$ cat src/rtl/logic_unit_cdb_issue_if.sv
// logic_unit_cdb_issue_if: dispatch, flush and CDB handshake bundle for the logic unit.
interface logic_unit_cdb_issue_if #(
   parameter int DATA_W = 32,
   parameter int TAG_W  = 4,
   parameter int DEPTH  = 2
);
   localparam int CW = $clog2(DEPTH) + 1;
   logic              flush;
   logic              disp_valid;
   logic              disp_ready;
   logic [1:0]        disp_op;
   logic [DATA_W-1:0] disp_a;
   logic [DATA_W-1:0] disp_b;
   logic [TAG_W-1:0]  disp_tag;
   logic              cdb_req;
   logic              cdb_grant;
   logic [TAG_W-1:0]  cdb_tag;
   logic [DATA_W-1:0] cdb_data;
   logic [CW-1:0]     occupancy;
   modport master (
      output flush, disp_valid, disp_op, disp_a, disp_b, disp_tag, cdb_grant,
      input  disp_ready, cdb_req, cdb_tag, cdb_data, occupancy
   );
   modport slave (
      input  flush, disp_valid, disp_op, disp_a, disp_b, disp_tag, cdb_grant,
      output disp_ready, cdb_req, cdb_tag, cdb_data, occupancy
   );
endinterface

$ cat src/rtl/logic_unit_cdb_issue.sv
// logic_unit_cdb_issue: bitwise logic unit buffering results in a FIFO and retiring one per CDB grant.
module logic_unit_cdb_issue #(
   parameter int DATA_W = 32,
   parameter int TAG_W  = 4,
   parameter int DEPTH  = 2
) (
   input logic                  clk,
   input logic                  reset,
   logic_unit_cdb_issue_if.slave bus
);
   localparam int PW = $clog2(DEPTH);
   localparam int CW = PW + 1;
   logic [TAG_W-1:0]  tag_q  [DEPTH];
   logic [DATA_W-1:0] data_q [DEPTH];
   logic [PW-1:0]     rd_q, rd_d, wr_q, wr_d;
   logic [CW-1:0]     cnt_q, cnt_d;
   logic              push, pop;
   logic [DATA_W-1:0] res;
   assign bus.disp_ready = cnt_q != CW'(DEPTH);
   assign bus.cdb_req    = cnt_q != '0;
   assign bus.cdb_tag    = bus.cdb_req ? tag_q[rd_q] : '0;
   assign bus.cdb_data   = bus.cdb_req ? data_q[rd_q] : '0;
   assign bus.occupancy  = cnt_q;
   always_comb begin
      push  = bus.disp_valid & bus.disp_ready;
      pop   = bus.cdb_req & bus.cdb_grant;
      res   = bus.disp_op == 2'b00 ? bus.disp_a & bus.disp_b :
              bus.disp_op == 2'b01 ? bus.disp_a | bus.disp_b :
              bus.disp_op == 2'b10 ? bus.disp_a ^ bus.disp_b :
                                     ~(bus.disp_a ^ bus.disp_b);
      cnt_d = bus.flush ? '0 : cnt_q + CW'(push) - CW'(pop);
      rd_d  = bus.flush ? '0 : rd_q + PW'(pop);
      wr_d  = bus.flush ? '0 : wr_q + PW'(push);
   end
   always_ff @(posedge clk) begin
      if (reset) begin
         cnt_q <= '0;
         rd_q  <= '0;
         wr_q  <= '0;
      end else begin
         cnt_q <= cnt_d;
         rd_q  <= rd_d;
         wr_q  <= wr_d;
      end
   end
   // Storage needs no reset: outputs are masked to zero whenever the count is zero.
   always_ff @(posedge clk) begin
      if (push && !bus.flush && !reset) begin
         tag_q[wr_q]  <= bus.disp_tag;
         data_q[wr_q] <= res;
      end
   end
endmodule

$ cat src/flat_wrapper.sv
// flat-port wrapper written by rule: the top's interface ports become plain ports
module logic_unit_cdb_issue_flat 
#(
   parameter int DATA_W = 32,
   parameter int TAG_W  = 4,
   parameter int DEPTH  = 2
)
  (clk, reset, bus_flush, bus_disp_valid, bus_disp_op, bus_disp_a, bus_disp_b, bus_disp_tag, bus_cdb_grant, bus_disp_ready, bus_cdb_req, bus_cdb_tag, bus_cdb_data, bus_occupancy);
  logic_unit_cdb_issue_if #(.DATA_W(DATA_W), .TAG_W(TAG_W), .DEPTH(DEPTH)) bus_i ();
  input logic clk;
  input logic reset;
  input wire logic [$bits(bus_i.flush)-1:0] bus_flush;
  input wire logic [$bits(bus_i.disp_valid)-1:0] bus_disp_valid;
  input wire logic [$bits(bus_i.disp_op)-1:0] bus_disp_op;
  input wire logic [$bits(bus_i.disp_a)-1:0] bus_disp_a;
  input wire logic [$bits(bus_i.disp_b)-1:0] bus_disp_b;
  input wire logic [$bits(bus_i.disp_tag)-1:0] bus_disp_tag;
  input wire logic [$bits(bus_i.cdb_grant)-1:0] bus_cdb_grant;
  output wire logic [$bits(bus_i.disp_ready)-1:0] bus_disp_ready;
  output wire logic [$bits(bus_i.cdb_req)-1:0] bus_cdb_req;
  output wire logic [$bits(bus_i.cdb_tag)-1:0] bus_cdb_tag;
  output wire logic [$bits(bus_i.cdb_data)-1:0] bus_cdb_data;
  output wire logic [$bits(bus_i.occupancy)-1:0] bus_occupancy;
  assign bus_i.flush = bus_flush;
  assign bus_i.disp_valid = bus_disp_valid;
  assign bus_i.disp_op = bus_disp_op;
  assign bus_i.disp_a = bus_disp_a;
  assign bus_i.disp_b = bus_disp_b;
  assign bus_i.disp_tag = bus_disp_tag;
  assign bus_i.cdb_grant = bus_cdb_grant;
  assign bus_disp_ready = bus_i.disp_ready;
  assign bus_cdb_req = bus_i.cdb_req;
  assign bus_cdb_tag = bus_i.cdb_tag;
  assign bus_cdb_data = bus_i.cdb_data;
  assign bus_occupancy = bus_i.occupancy;
  logic_unit_cdb_issue #(.DATA_W(DATA_W), .TAG_W(TAG_W), .DEPTH(DEPTH)) u_core (.clk(clk), .reset(reset), .bus(bus_i));
endmodule
$ cat config.mk
export PLATFORM = sky130hd
export DESIGN_NAME = logic_unit_cdb_issue_flat
export DESIGN_NICKNAME = d
export VERILOG_FILES = /design/src/rtl/logic_unit_cdb_issue_if.sv /design/src/rtl/logic_unit_cdb_issue.sv /design/src/flat_wrapper.sv
export SDC_FILE = /design/constraint.sdc
export NUM_CORES = 1
export LEC_CHECK = 0
export BUFFER_PORTS_ARGS = -buffer_cell sky130_fd_sc_hd__buf_2
export CAP_MARGIN = 20
export CORE_MARGIN = 1
export CORE_UTILIZATION = 47
export DETAILED_ROUTE_END_ITERATION = 8
export HOLD_SLACK_MARGIN = 0.05
export MAX_ROUTING_LAYER = met4
export PLACE_DENSITY = 0.74
export SLEW_MARGIN = 0
export SYNTH_ARGS = -nofsm -noshare
export SYNTH_HDL_FRONTEND = slang
export SYNTH_SLANG_ARGS = --single-unit
export TNS_END_PERCENT = 50
$ cat constraint.sdc
create_clock -name clk -period 2.8 [get_ports clk]
set_input_delay 0.42 -clock clk [delete_from_list [all_inputs] [get_ports clk]]
set_output_delay 0.42 -clock clk [all_outputs]
set_load 0.03 [all_outputs]
Word level (Yosys, flattened, before mapping)
Memories as Yosys holds them, arrays and structs flattened. A register that Yosys moved wholly into a read port is not among the register bits.
Cells that the tools add are included.
Word-level totals
  bits in registers: 4
  bits in writable memories: 72
  input bits: 75
  output and inout port bits: 40
  logic and storage cells: 34
  memories: 2
Operators by class
  $add $sub $neg: 4
  equal/unequal tests: 3
  multiplexer cells: 9
  bitwise operators: 6
  reductions and logical operators: 7
Memories
  u_core.data_q: depth 2, bits a word 32, read ports 1, clocked after memory_dff 1, write ports 1, line logic_unit_cdb_issue.sv:14  | logic [DATA_W-1:0] data_q [DEPTH];
  u_core.tag_q: depth 2, bits a word 4, read ports 1, clocked after memory_dff 1, write ports 1, line logic_unit_cdb_issue.sv:13  | logic [TAG_W-1:0] tag_q [DEPTH];
Operators with widths (count)
  2-to-1 mux 32 bit: 4
  bitwise AND 32 bit: 1
  NOT 32 bit: 1
  OR 32 bit: 1
  XOR 32 bit: 1
  2-to-1 mux 1 bit: 4
  2-to-1 mux 4 bit: 1
  adder 1 bit: 2
  adder 2 x 1 -> 2 bit: 1
  bitwise AND 1 bit: 2
  equality test 2 x 1 -> 1 bit, second input constant: 1
  equality test 2 bit, second input constant: 1
  logical AND 1 bit: 2
  logical NOT 1 bit: 2
  logical NOT 2 bit: 1
  != test 2 bit, second input constant: 1
  nonzero test 2 bit: 1
  OR reduction 2 bit: 1
  subtractor 2 x 1 -> 2 bit: 1

Depth between registers and ports, before layout
  word-level depth: 6
  gate-level depth with buffers: 8
  depth with buffers taken out: 8

Worst setup path after synthesis
OpenSTA, ideal clock, no wires.
  path kind: register to register
  from: register u_core.cnt_q[0], in the netlist u_core.bus.occupancy[0]
  to: memory u_core.data_q[0][0] (enable)
  setup time: 0.429 ns
  arrival: 2.601 ns
  required time: 2.371 ns
  slack: -0.231 ns
  stages on the path, launching flop included: 4
  path buffers: 0
  clock period less this slack: 3.031 ns
  cells stage by stage: dfxtp_1 -> nand2b_1 -> nand3_1 -> nor2_1
On the way
  word-level cells in the longest chain between the ends: 6
Ends and longest elaborated chain
  start, declared: line logic_unit_cdb_issue.sv:16  | logic [CW-1:0] cnt_q, cnt_d;
  start signal, assigned: line logic_unit_cdb_issue.sv:41  | cnt_q <= cnt_d;
  != test 2 bit: line logic_unit_cdb_issue.sv:19  | assign bus.disp_ready = cnt_q != CW'(DEPTH);
  via bus_disp_ready: line flat_wrapper.sv:19  | output wire logic [$bits(bus_i.disp_ready)-1:0] bus_disp_ready;
  bitwise AND 1 bit: line logic_unit_cdb_issue.sv:25  | push = bus.disp_valid & bus.disp_ready;
  logical AND 1 bit (2 in a row): line logic_unit_cdb_issue.sv:48  | if (push && !bus.flush && !reset) begin
  2-to-1 mux 1 bit: line logic_unit_cdb_issue.sv:48
  2-to-1 mux 1 bit (implied by the code): line logic_unit_cdb_issue.sv:50  | data_q[wr_q] <= res;
  end, declared: line logic_unit_cdb_issue.sv:14
The timed path passes the listed nets, and every way through them passes these cells.

Worst setup path in the final report
  from: register u_core.cnt_q[0], in the netlist u_core.bus.occupancy[0]
  to: output bus_cdb_data[21]
On the way
  word-level cells in the longest chain between the ends: 2
Ends and longest elaborated chain
  nonzero test 2 bit: line logic_unit_cdb_issue.sv:20  | assign bus.cdb_req = cnt_q != '0;
  2-to-1 mux 32 bit: line logic_unit_cdb_issue.sv:22  | assign bus.cdb_data = bus.cdb_req ? data_q[rd_q] : '0;
  end, declared: line flat_wrapper.sv:22  | output wire logic [$bits(bus_i.cdb_data)-1:0] bus_cdb_data;
Every way passes these cells.

==> impl_summary.txt <==
----------------------------------------------------
[Outcome]
  Result of the run ... complete, no violations

[CTS]
  Later-pin clock latency in the skew report ... 330 ps
  H-tree lvl count ... 3
  Quantity of gates resized following cts ... 0
  Post-CTS setup-driven buffer insertion count ... 0
  Post-cts hold buffer count ... 0
  TritonCTS clock tree ... yes
  Clock slew at reported path FFs ... 80 ps
  Max clock buf depth ... 2
  # clock sinks ... 76
  Clock tree root driver cell ... clkbuf_8
  Cts bufs inserted ... 9

[Pwr]
  Sequential group share of total power ... 0.480
  Sum of internal, switching and leakage power ... 2.736 mW
  Peak supply drop ... 277.4 uV
  Switching fraction of total power ... 0.2854
  Switching power ... 780.7 uW
  Leakage power of the design ... 2.672 nW
  Power share of the clock group ... 0.296
  Power Dens Cells ... 460.8 nW/um^2
  Part of the power in combinational logic ... 0.224
  Internal power contribution ... 1.955 mW

[Global route]
  Final global-route overflow total ... 0
  Combined global-route utilization of all metal layers ... 0.1776
  Vias in the first global route ... 3493
  Wire length of the first global-routing pass ... 15.22 mm
  Antenna violations before repair ... 0
  Pin count of the biggest net entering global routing ... 53

[Place]
  Total placed cells including tap cells ... 715
  Post-Place Worst Slack ... 773.4 ps
  Port bufs ... 114
  Post-DP HPWL ... 6.811 mm
  Routability cong. ... 0.7692

[STA]
  Setup violators final ... 0
  Crit share post-route ... 0.8047
  Min Tclk post-route ... 2253 ps
  Relative slew slack ... 0.5497
  Slew @ Worst Pin ... 673.8 ps
  Max-slew violations ... 0
  Final WS setup ... 546.9 ps
  Worst-case clock skew ... 9.083 ps
  Number of failing hold endpoints at the final stage ... 0
  Total negative setup slack ... 0 ps
  Setup repair after global routing missed its margin ... false
  Top achievable clock speed ... 443.8 MHz

[Synth]
  Syn Inst Count ... 482
  Async S/R FF share, synth ... 0
  Area share of the largest cell type after synthesis ... 0.4287
  Number of enable flip-flop cells after synthesis ... 72
  Register bit total from synthesis ... 76
  List of most frequent post-synthesis cells ... edfxtp_1 (72), inv_1 (68), ha_1 (66)
  Top cell type by total area after synthesis ... edfxtp_1
  Yosys warning total ... 0
  Share of the yosys chip area belonging to registers ... 0.4446
  Unique masters post-synth ... 24
  Per-instance average area after synthesis ... 10.46 um^2
  Most frequently used cell type in the post-synthesis netlist ... edfxtp_1
  Main area contributors after synthesis ... edfxtp_1 (43%), ha_1 (16%), mux2i_1 (7.1%)
  Post-synthesis cell area ... 5044 um^2
  Post-synth net total ... 623
  Synth Flop Type ... edfxtp_1

[Layout]
  Final nets ... 731
  Multi-input combinational cell area ... 2407 um^2
  Fraction of layout instances using a drive strength above 1 ... 0.2353
  Post-Route Utilization ... 0.5725
  Post-Layout Cell Count ... 731
  Layout overhead on the synthesized area ... 17.71%
  Total inserted antenna cells ... 0
  Register area ... 2243 um^2
  Number of filler cells placed in the layout ... 906

[Floorplan]
  Starting utilization of the core area ... 0.4864
  Die outline area ... 11150 um^2
  Core region area ... 10370 um^2
  Horizontal die dimension ... 105.6 um
  Number of ports placed on the die boundary ... 115
  Total number of placement rows ... 37
  Vertical die dimension ... 105.6 um

[Worst setup path]
  Endpoint class of the critical path ... output pin
  Setup crit end ... bus_cdb_data[21]
  Worst setup SP type ... flop
  Start of the worst register-to-register path ... u_core.bus.occupancy[0]
  Required time at the worst-slack endpoint ... 2380 ps
  Critical path fanouts, max ... 24
  Library cell contributing the largest single delay on the critical path ... nor2_4
  Cell family with most CP delay ... simple AND/OR/NAND/NOR gates
  Reg2Reg Capture Point ... u_core.data_q[0][23]
  Startpoint of the worst setup timing path ... u_core.bus.occupancy[0]
  Largest stage delay on the critical path ... 560 ps
  Setup slack on the worst flop-to-flop path ... 1010 ps
  Number of gates on the worst path with buffers counted ... 4
  Arrival time reported for the critical path endpoint ... 1830 ps
  Classification of the worst setup path ... flop to output pin
  Depth of the worst register-to-register path ... 4
  CP cell instances ... nor2_4 > buf_4 > nor2_1 > buf_2
  Crit path buffers/inverters ... 2

[Route]
  Vias after detailed routing ... 3494
  Detailed router's first-iteration violation count ... 111
  Remaining DRCs ... 0
  Detailed Route WL ... 9.240 mm
  Count of TritonRoute iterations in the first routing pass ... 4
  Count of nets left with antenna violations after detail routing ... 0
  Average detailed-routed wire length per instance ... 12.64 um
  DR vias/cell ... 4.780

[Min path]
  Hold/Removal Path Class ... input pin to flop

[Run]
  Max-Cap Viols ... 0

----------------------------------------------------
-- kinds of logic (layout without fill, tap and decap cells) --
group | Yosys count | count (layout) | share of synthesized area
flops | 76 | 76 | 0.4446
xor+xnor | 35 | 35 | 0.06078
fa+ha+maj | 66 | 66 | 0.1637
mux | 36 | 36 | 0.07145
simple gates | 138 | 138 | 0.1397
compound gates | 39 | 39 | 0.03895
buf+inv | 92 | 205 | 0.08087
-- cell usage in the layout (no fill, tap or decap) --
cell type	instances
nand2_1	11
nand2b_1	1
bufinv_16	1
dfxtp_2	1
nor2_4	2
clkinvlp_4	3
edfxtp_1	72
ha_1	66
and3_2	1
o21ai_0	9
clkbuf_8	9
o22ai_1	1
buf_2	113
nand3_1	1
a21oi_1	27
and2_1	3
dfxtp_1	3
inv_6	2
clkinv_1	1
nor3_1	28
xor2_1	6
nor2_1	37
nor2b_1	54
inv_1	68
o21ai_1	2
buf_12	3
buf_4	5
xnor2_1	29
mux2i_1	36
-- per-stage QoR --
| step | instance area, um^2 | hold WS, ps |
|---|---|---|
| finish | 5937 | 269.0 |
| global route | 5937 | 255.7 |
| CTS | 5937 | 257.8 |
| detailed placement | 5739 | 531.8 |
| global placement | 5739 | 521.2 |
| floorplan | 5046 | 480.2 |
-- sequential cells by signal, summed over array words and instances, names as in the netlist --
register / count
u_core.rd_q: 1
u_core.wr_q: 1
u_core.bus.occupancy: 2
u_core.tag_q: 8
u_core.data_q: 64
-- cell type report --
cell class              count  share of cell area
clock buffers               9             0.02086
well taps                 136             0.02866
clock inverters             7             0.01243
inverters                  68             0.04299
flip-flops and latches     76              0.3779
repair buffers            121              0.1117
multi-input cells         314              0.4055
-- worst min path at each step --
stage / start / endpoint / slack, ps / depth (start not counted)
3_3_place_gp: u_core.wr_q / u_core.wr_q / 520 / 2
2_1_floorplan: u_core.wr_q / u_core.wr_q / 480 / 2
4_1_cts: bus_disp_tag[3] / u_core.tag_q[0][3] / 260 / 1
3_5_place_dp: u_core.wr_q / u_core.wr_q / 530 / 2
5_1_grt: bus_flush / u_core.rd_q / 260 / 2
6_report: bus_flush / u_core.rd_q / 270 / 2
-- routing by layer --
metal | track usage | up-vias | share of wire
met1 | 0.1999 | 1612 | 0.43
met5 | - | - | 0
met2 | 0.3228 | 77 | 0.52
met4 | 0.05754 | 0 | 0.016
li1 | - | 1794 | -
met3 | 0.02659 | 11 | 0.036
-- power by group through the flow --
stage                     Clock (mW)  Combinational (mW)  Sequential [mW]
after detailed placement           0               0.619             1.34
final                          0.811               0.612             1.31
after global routing           0.872               0.681             1.32
after floorplan                    0               0.431             1.34
after global placement             0               0.598             1.34
after CTS                      0.832               0.621             1.31
Note: power is estimated with default switching activity, not from simulation.
